`src/rtl/mips_ctrl_pkg.sv`:
```
// Shared encodings for the multi-cycle MIPS main control FSM and the ALU control decoder.
package mips_ctrl_pkg;

  localparam logic [5:0] OpRType = 6'b000000;
  localparam logic [5:0] OpJ     = 6'b000010;
  localparam logic [5:0] OpBeq   = 6'b000100;
  localparam logic [5:0] OpBne   = 6'b000101;
  localparam logic [5:0] OpAddi  = 6'b001000;
  localparam logic [5:0] OpSlti  = 6'b001010;
  localparam logic [5:0] OpSltiu = 6'b001011;
  localparam logic [5:0] OpAndi  = 6'b001100;
  localparam logic [5:0] OpOri   = 6'b001101;
  localparam logic [5:0] OpLw    = 6'b100011;
  localparam logic [5:0] OpSw    = 6'b101011;

  localparam logic [3:0] AluOpAdd   = 4'b0000;
  localparam logic [3:0] AluOpSub   = 4'b0001;
  localparam logic [3:0] AluOpRType = 4'b0010;
  localparam logic [3:0] AluOpAddi  = 4'b0011;
  localparam logic [3:0] AluOpAndi  = 4'b0100;
  localparam logic [3:0] AluOpOri   = 4'b0101;
  localparam logic [3:0] AluOpSlt   = 4'b0110;

  localparam logic [1:0] SrcBReg   = 2'b00;
  localparam logic [1:0] SrcBFour  = 2'b01;
  localparam logic [1:0] SrcBImm   = 2'b10;
  localparam logic [1:0] SrcBImmSh = 2'b11;

  localparam logic [1:0] PcSrcAlu    = 2'b00;
  localparam logic [1:0] PcSrcAluOut = 2'b01;
  localparam logic [1:0] PcSrcJump   = 2'b10;

  typedef enum logic [3:0] {
    StIdle, StFetch, StDecode, StMemAddr, StMemRead, StMemWb, StMemWrite,
    StExecR, StRwb, StExecI, StIwb, StBranch, StJump
  } ctrl_state_e;

  typedef struct packed {
    logic       is_mem;
    logic       is_load;
    logic       is_r;
    logic       is_imm;
    logic       is_beq;
    logic       is_bne;
    logic       is_j;
    logic [3:0] alu_op_imm;
  } op_class_t;

endpackage

```
`src/rtl/mips_multicycle_control_if.sv`:
```
// Control/status bundle between the main control FSM (master) and the datapath (slave).
interface mips_multicycle_control_if;
  logic [5:0] opcode;
  logic       mem_ready;
  logic       pc_write;
  logic       pc_write_beq;
  logic       pc_write_bne;
  logic       iord;
  logic       mem_read;
  logic       mem_write;
  logic       ir_write;
  logic       reg_dst;
  logic       mem_to_reg;
  logic       reg_write;
  logic       alu_src_a;
  logic [1:0] alu_src_b;
  logic [1:0] pc_source;
  logic [3:0] alu_op;
  logic       illegal_op;

  modport master (
    input  opcode, mem_ready,
    output pc_write, pc_write_beq, pc_write_bne, iord, mem_read, mem_write, ir_write,
           reg_dst, mem_to_reg, reg_write, alu_src_a, alu_src_b, pc_source, alu_op,
           illegal_op
  );

  modport slave (
    output opcode, mem_ready,
    input  pc_write, pc_write_beq, pc_write_bne, iord, mem_read, mem_write, ir_write,
           reg_dst, mem_to_reg, reg_write, alu_src_a, alu_src_b, pc_source, alu_op,
           illegal_op
  );
endinterface

```
`src/rtl/mips_opcode_class.sv`:
```
// Combinational opcode classifier; unsupported opcodes decode to all-zero.
module mips_opcode_class
  import mips_ctrl_pkg::*;
(
  input  logic [5:0] opcode_i,
  output op_class_t  class_o
);

  always_comb begin
    class_o = '0;
    case (opcode_i)
      OpLw:    begin class_o.is_mem = 1'b1; class_o.is_load = 1'b1; end
      OpSw:    class_o.is_mem = 1'b1;
      OpRType: class_o.is_r   = 1'b1;
      OpBeq:   class_o.is_beq = 1'b1;
      OpBne:   class_o.is_bne = 1'b1;
      OpJ:     class_o.is_j   = 1'b1;
      OpAddi:  begin class_o.is_imm = 1'b1; class_o.alu_op_imm = AluOpAddi; end
      OpAndi:  begin class_o.is_imm = 1'b1; class_o.alu_op_imm = AluOpAndi; end
      OpOri:   begin class_o.is_imm = 1'b1; class_o.alu_op_imm = AluOpOri;  end
      OpSlti, OpSltiu: begin class_o.is_imm = 1'b1; class_o.alu_op_imm = AluOpSlt; end
      default: ;
    endcase
  end

endmodule

```
`src/rtl/mips_multicycle_control.sv`:
```
// Main control FSM of the multi-cycle MIPS datapath: Moore outputs, except the FETCH
// pc_write/ir_write which are qualified by mem_ready so a stalled fetch never double-increments.
module mips_multicycle_control
  import mips_ctrl_pkg::*;
(
  input  logic                              clk_i,
  input  logic                              rst_i,
  mips_multicycle_control_if.master         ctrl_io
);

  ctrl_state_e state_q, state_d;
  op_class_t   cls;

  mips_opcode_class u_opcode_class (
    .opcode_i (ctrl_io.opcode),
    .class_o  (cls)
  );

  always_ff @(posedge clk_i or posedge rst_i) begin
    if (rst_i) state_q <= StIdle;
    else       state_q <= state_d;
  end

  always_comb begin
    state_d = state_q;
    case (state_q)
      StIdle:     state_d = StFetch;
      StFetch:    if (ctrl_io.mem_ready) state_d = StDecode;
      StDecode: begin
        if (cls.is_mem)                   state_d = StMemAddr;
        else if (cls.is_r)                state_d = StExecR;
        else if (cls.is_beq || cls.is_bne) state_d = StBranch;
        else if (cls.is_j)                state_d = StJump;
        else if (cls.is_imm)              state_d = StExecI;
        else                              state_d = StFetch;
      end
      StMemAddr:  state_d = cls.is_load ? StMemRead : StMemWrite;
      StMemRead:  if (ctrl_io.mem_ready) state_d = StMemWb;
      StMemWb:    state_d = StFetch;
      StMemWrite: if (ctrl_io.mem_ready) state_d = StFetch;
      StExecR:    state_d = StRwb;
      StRwb:      state_d = StFetch;
      StExecI:    state_d = StIwb;
      StIwb:      state_d = StFetch;
      StBranch:   state_d = StFetch;
      StJump:     state_d = StFetch;
      default:    state_d = StIdle;
    endcase
  end

  always_comb begin
    ctrl_io.pc_write     = 1'b0;
    ctrl_io.pc_write_beq = 1'b0;
    ctrl_io.pc_write_bne = 1'b0;
    ctrl_io.iord         = 1'b0;
    ctrl_io.mem_read     = 1'b0;
    ctrl_io.mem_write    = 1'b0;
    ctrl_io.ir_write     = 1'b0;
    ctrl_io.reg_dst      = 1'b0;
    ctrl_io.mem_to_reg   = 1'b0;
    ctrl_io.reg_write    = 1'b0;
    ctrl_io.alu_src_a    = 1'b0;
    ctrl_io.alu_src_b    = SrcBReg;
    ctrl_io.pc_source    = PcSrcAlu;
    ctrl_io.alu_op       = AluOpAdd;
    ctrl_io.illegal_op   = 1'b0;
    case (state_q)
      StFetch: begin
        ctrl_io.mem_read  = 1'b1;
        ctrl_io.alu_src_b = SrcBFour;
        ctrl_io.pc_write  = ctrl_io.mem_ready;
        ctrl_io.ir_write  = ctrl_io.mem_ready;
      end
      StDecode: begin
        ctrl_io.alu_src_b  = SrcBImmSh;
        ctrl_io.illegal_op = ~(cls.is_mem | cls.is_r | cls.is_beq | cls.is_bne |
                               cls.is_j | cls.is_imm);
      end
      StMemAddr: begin
        ctrl_io.alu_src_a = 1'b1;
        ctrl_io.alu_src_b = SrcBImm;
      end
      StMemRead: begin
        ctrl_io.mem_read = 1'b1;
        ctrl_io.iord     = 1'b1;
      end
      StMemWb: begin
        ctrl_io.reg_write  = 1'b1;
        ctrl_io.mem_to_reg = 1'b1;
      end
      StMemWrite: begin
        ctrl_io.mem_write = 1'b1;
        ctrl_io.iord      = 1'b1;
      end
      StExecR: begin
        ctrl_io.alu_src_a = 1'b1;
        ctrl_io.alu_op    = AluOpRType;
      end
      StRwb: begin
        ctrl_io.reg_write = 1'b1;
        ctrl_io.reg_dst   = 1'b1;
      end
      StExecI: begin
        ctrl_io.alu_src_a = 1'b1;
        ctrl_io.alu_src_b = SrcBImm;
        ctrl_io.alu_op    = cls.alu_op_imm;
      end
      StIwb:   ctrl_io.reg_write = 1'b1;
      StBranch: begin
        ctrl_io.alu_src_a    = 1'b1;
        ctrl_io.alu_op       = AluOpSub;
        ctrl_io.pc_source    = PcSrcAluOut;
        ctrl_io.pc_write_beq = cls.is_beq;
        ctrl_io.pc_write_bne = cls.is_bne;
      end
      StJump: begin
        ctrl_io.pc_write  = 1'b1;
        ctrl_io.pc_source = PcSrcJump;
      end
      default: ;
    endcase
  end

endmodule
```
`src/flat_wrapper.sv`:
```
// flat-port wrapper written by rule: the top's interface ports become plain ports
module mips_multicycle_control_flat import mips_ctrl_pkg::*;
  (clk_i, rst_i, ctrl_io_opcode, ctrl_io_mem_ready, ctrl_io_pc_write, ctrl_io_pc_write_beq, ctrl_io_pc_write_bne, ctrl_io_iord, ctrl_io_mem_read, ctrl_io_mem_write, ctrl_io_ir_write, ctrl_io_reg_dst, ctrl_io_mem_to_reg, ctrl_io_reg_write, ctrl_io_alu_src_a, ctrl_io_alu_src_b, ctrl_io_pc_source, ctrl_io_alu_op, ctrl_io_illegal_op);
  mips_multicycle_control_if ctrl_io_i ();
  input  logic clk_i;
  input  logic rst_i;
  input wire logic [$bits(ctrl_io_i.opcode)-1:0] ctrl_io_opcode;
  input wire logic [$bits(ctrl_io_i.mem_ready)-1:0] ctrl_io_mem_ready;
  output wire logic [$bits(ctrl_io_i.pc_write)-1:0] ctrl_io_pc_write;
  output wire logic [$bits(ctrl_io_i.pc_write_beq)-1:0] ctrl_io_pc_write_beq;
  output wire logic [$bits(ctrl_io_i.pc_write_bne)-1:0] ctrl_io_pc_write_bne;
  output wire logic [$bits(ctrl_io_i.iord)-1:0] ctrl_io_iord;
  output wire logic [$bits(ctrl_io_i.mem_read)-1:0] ctrl_io_mem_read;
  output wire logic [$bits(ctrl_io_i.mem_write)-1:0] ctrl_io_mem_write;
  output wire logic [$bits(ctrl_io_i.ir_write)-1:0] ctrl_io_ir_write;
  output wire logic [$bits(ctrl_io_i.reg_dst)-1:0] ctrl_io_reg_dst;
  output wire logic [$bits(ctrl_io_i.mem_to_reg)-1:0] ctrl_io_mem_to_reg;
  output wire logic [$bits(ctrl_io_i.reg_write)-1:0] ctrl_io_reg_write;
  output wire logic [$bits(ctrl_io_i.alu_src_a)-1:0] ctrl_io_alu_src_a;
  output wire logic [$bits(ctrl_io_i.alu_src_b)-1:0] ctrl_io_alu_src_b;
  output wire logic [$bits(ctrl_io_i.pc_source)-1:0] ctrl_io_pc_source;
  output wire logic [$bits(ctrl_io_i.alu_op)-1:0] ctrl_io_alu_op;
  output wire logic [$bits(ctrl_io_i.illegal_op)-1:0] ctrl_io_illegal_op;
  assign ctrl_io_i.opcode = ctrl_io_opcode;
  assign ctrl_io_i.mem_ready = ctrl_io_mem_ready;
  assign ctrl_io_pc_write = ctrl_io_i.pc_write;
  assign ctrl_io_pc_write_beq = ctrl_io_i.pc_write_beq;
  assign ctrl_io_pc_write_bne = ctrl_io_i.pc_write_bne;
  assign ctrl_io_iord = ctrl_io_i.iord;
  assign ctrl_io_mem_read = ctrl_io_i.mem_read;
  assign ctrl_io_mem_write = ctrl_io_i.mem_write;
  assign ctrl_io_ir_write = ctrl_io_i.ir_write;
  assign ctrl_io_reg_dst = ctrl_io_i.reg_dst;
  assign ctrl_io_mem_to_reg = ctrl_io_i.mem_to_reg;
  assign ctrl_io_reg_write = ctrl_io_i.reg_write;
  assign ctrl_io_alu_src_a = ctrl_io_i.alu_src_a;
  assign ctrl_io_alu_src_b = ctrl_io_i.alu_src_b;
  assign ctrl_io_pc_source = ctrl_io_i.pc_source;
  assign ctrl_io_alu_op = ctrl_io_i.alu_op;
  assign ctrl_io_illegal_op = ctrl_io_i.illegal_op;
  mips_multicycle_control u_core (.clk_i(clk_i), .rst_i(rst_i), .ctrl_io(ctrl_io_i));
endmodule
```
`config.mk`:
```
export PLATFORM = sky130hd
export DESIGN_NAME = mips_multicycle_control_flat
export DESIGN_NICKNAME = d
export VERILOG_FILES = /design/src/rtl/mips_ctrl_pkg.sv /design/src/rtl/mips_multicycle_control_if.sv /design/src/rtl/mips_opcode_class.sv /design/src/rtl/mips_multicycle_control.sv /design/src/flat_wrapper.sv
export SDC_FILE = /design/constraint.sdc
export NUM_CORES = 1
export LEC_CHECK = 0
export CAP_MARGIN = 15
export CORE_MARGIN = 2
export CORE_UTILIZATION = 45
export DETAILED_ROUTE_END_ITERATION = 8
export PLACE_DENSITY = 0.84
export SYNTH_ARGS = -nofsm -noshare
export SYNTH_HDL_FRONTEND = slang
export SYNTH_HIERARCHICAL = 1
export SYNTH_SLANG_ARGS = --single-unit
```
`constraint.sdc`:
```
create_clock -name clk_i -period 3.5 [get_ports clk_i]
set_input_delay 0.7 -clock clk_i [delete_from_list [all_inputs] [get_ports clk_i]]
set_output_delay 0.7 -clock clk_i [all_outputs]
set_load 0.02 [all_outputs]
```
==> run_results.csv <==
group,metric,value,unit
outcome,status,"finished clean",
floorplanning,start_util,0.468,
clocking,path_clk_slew,0.04,ns
setup_path,path_max_fanout,4,
synth,postSynthCellCount,95,
power,p_per_area,646,nW/um2
place,port_buffers,27,
floorplanning,placementRows,14,
setup_path,crit_path_end_kind,"output pin",
global_route,grt_max_degree,20,
global_route,grt_pass1_vias,808,
sta,rsz0062_at_grt,"no",
detailed_routing,drc,0,
synth,ys_seq_area_frac,0.145,
clocking,cts_buffers,3,
place,dp.cells,145,
detailed_routing,drt_iter0_markers,36,
sta,period_needed,3.39,ns
detailed_routing,wl_per_cell,13.8,um
global_route,antenna_found_initial,0,
setup_path,crit_required,2.80,ns
floorplanning,dieArea,1860,um2
detailed_routing,antenna_left,0,
place,placed_cell_area,1050,um2
synth,mappedNetlistArea,688,um2
place,routabilityCongestion,0.857,
synth,ys_ff_latch,4,
sta,drv_slew,0,
synth,syn_area_per_cell,7.24,um2
clocking,clock_path_buffers,2,
sta,clock_skew,0.00360,ns
detailed_routing,wl,2050,um
power,leakagePower,0.000440,uW
detailed_routing,vias_per_cell,5.99,
run,maxCapViolCount,0,
setup_path,worstPathArrival,2.69,ns
floorplanning,die_width,43.1,um
floorplanning,ioPinCount,29,
finish,instances_no_fill,148,
detailed_routing,num_vias,887,
sta,hold_violations,0,
power,peakVddDrop,0.000519,V
sta,finalSetupViolCount,0,
synth,synth-edff-count,0,
clocking,worstSkewPairLatency,0.23,ns
setup_path,cp-start-kind,"input pin",
sta,worst_slew_pin_slew,0.529,ns
finish,drive_gt1_frac,0.189,
place,place.detailed.hpwl,1570,um
finish,largestRegisters,"u_core/state_q (4)",
floorplanning,coreArea,1470,um2
global_route,groute.usage.overall,0.236,
global_route,gr-total-overflow,0,
synth,synth_cell_types,43,
finish,regMostFlops,"u_core/state_q",
synth,ys.flop_type,"dfrtp_1",
sta,clock.fmax,295,MHz
synth,synth_nets,104,
clocking,h-tree-depth,1,
sta,timing.final.crit_share,0.967,
global_route,grt_pass1_wl,3490,um
floorplanning,die_h,43.1,um
clocking,clockRootBuffer,"clkbuf_4",
clocking,cts_tree,"done",
clocking,cts_hold_buf,0,
synth,synth_warnings,6,
sta,maxSlewHeadroom,0.647,
finish,diodes,0,
setup_path,path_class,"in2out",
finish,largest_reg_flops,4,
finish,syn2layout_area_growth,55.1,%
clocking,cts.sinks,4,
finish,fin_nets,143,
finish,fin_area,1070,um2
detailed_routing,first_pass_iters,4,
synth,async_reset_ff_frac,1.00,
min_path,hold_path_class,"in2async",
synthesized netlist by cell type, types with 2 or more instances:
master | number | area [um2]
nor3_1 | 9 | 45.0
nor2_1 | 8 | 30.0
nand2b_1 | 6 | 37.5
a21oi_1 | 5 | 25.0
and3_1 | 5 | 31.3
nor2b_1 | 5 | 31.3
nor4_1 | 5 | 31.3
clkbuf_1 | 4 | 15.0
dfrtp_1 | 4 | 100
nand2_1 | 4 | 15.0
nand3b_1 | 3 | 22.5
a22oi_1 | 2 | 15.0
and2_1 | 2 | 12.5
buf_2 | 2 | 10.0
inv_1 | 2 | 7.51
o21ai_0 | 2 | 10.0
metal layers:
metal	track usage	up-vias	routed length (um)
met1	0.317	420	880
li1	-	426	-
met3	0.0383	0	148
met4	0.0364	0	0
met2	0.400	41	1020
met5	0	-	0
where the power goes:
part	internal [uW]	switching, uW
clock network	38.2	16.0
logic	241	237
registers	66.1	90.8
total	346	344
cell usage in the layout (no fill, tap or decap), types with 3 or more instances in the layout:
cell             netlist  final
nand3b_1               3      3
dfrtp_1                4      4
clkdlybuf4s50_1        0     25
buf_4                  1     15
clkbuf_4               0      3
nor2b_1                5      5
nand2_1                4      4
nor4_1                 5      5
nor2_1                 8      8
nor3_1                 9      9
and3_1                 5      5
nand2b_1               6      6
a21oi_1                5      5
final timing paths:
path / start / end / slack [ns] / cells past startpoint
max: ctrl_io_opcode[1] / ctrl_io_alu_op[0] / 0.11 / 7
min: rst_i / u_core/state_q[0] / 0.65 / 2
max reg2reg: u_core/state_q[1] / u_core/state_q[1] / 1.90 / 3
min reg2reg: u_core/state_q[3] / u_core/state_q[2] / 0.79 / 1
max in group asynchronous: rst_i / u_core/state_q[1] / 2.70 / 2
min in group clk_i: u_core/state_q[3] / u_core/state_q[2] / 0.79 / 1
stage by stage:
step / utilization / total power [uW] / TNS [ns] / worst slack (ns) / hold WS [ns]
after floorplan: - / 452 / 0 / 0.627 / 0.466
after global placement: 0.712 / 622 / -0.123 / -0.0776 / 0.793
after detailed placement: 0.712 / 635 / -0.213 / -0.123 / 0.772
after CTS: 0.725 / 690 / 0 / 0.0987 / 0.655
after global routing: 0.725 / 742 / 0 / 0.00184 / 0.666
final: 0.725 / 690 / 0 / 0.114 / 0.653
kinds of logic (layout without fill, tap and decap cells):
kind of cell | Yosys count | after routing | synth area share
and+or+nand+nor | 58 | 58 | 0.525
AOI/OAI and AO/OA | 19 | 19 | 0.209
buffers and inverters | 10 | 47 | 0.0745
DFF | 4 | 4 | 0.145
xor gates and xnor gates | 2 | 2 | 0.0255
other | 1 | 1 | 0.00545
muxes | 1 | 1 | 0.0145
critical path: stages:
cell and delay, ns:
clkdlybuf4s50_1 0.45, buf_4 0.17, or2b_1 0.22, nor4_1 0.28, o211ai_1 0.12, nor2_1 0.13
clkdlybuf4s50_1 0.63
cell type report:
type | count | area (um2)
Fill cell | 123 | 404
Tap cell | 16 | 20.0
Multi-Input combinational cell | 81 | 537
Inverter | 2 | 7.51
Sequential cell | 4 | 100
Clock buffer | 3 | 22.5
Timing Repair Buffer | 42 | 380
repair_timing:
item	4_1_cts	5_1_grt
setup buffers	0	0
endpoints found under the setup margin	2	0
gates resized for setup	2	0
Note: power is estimated with default switching activity, not from simulation.
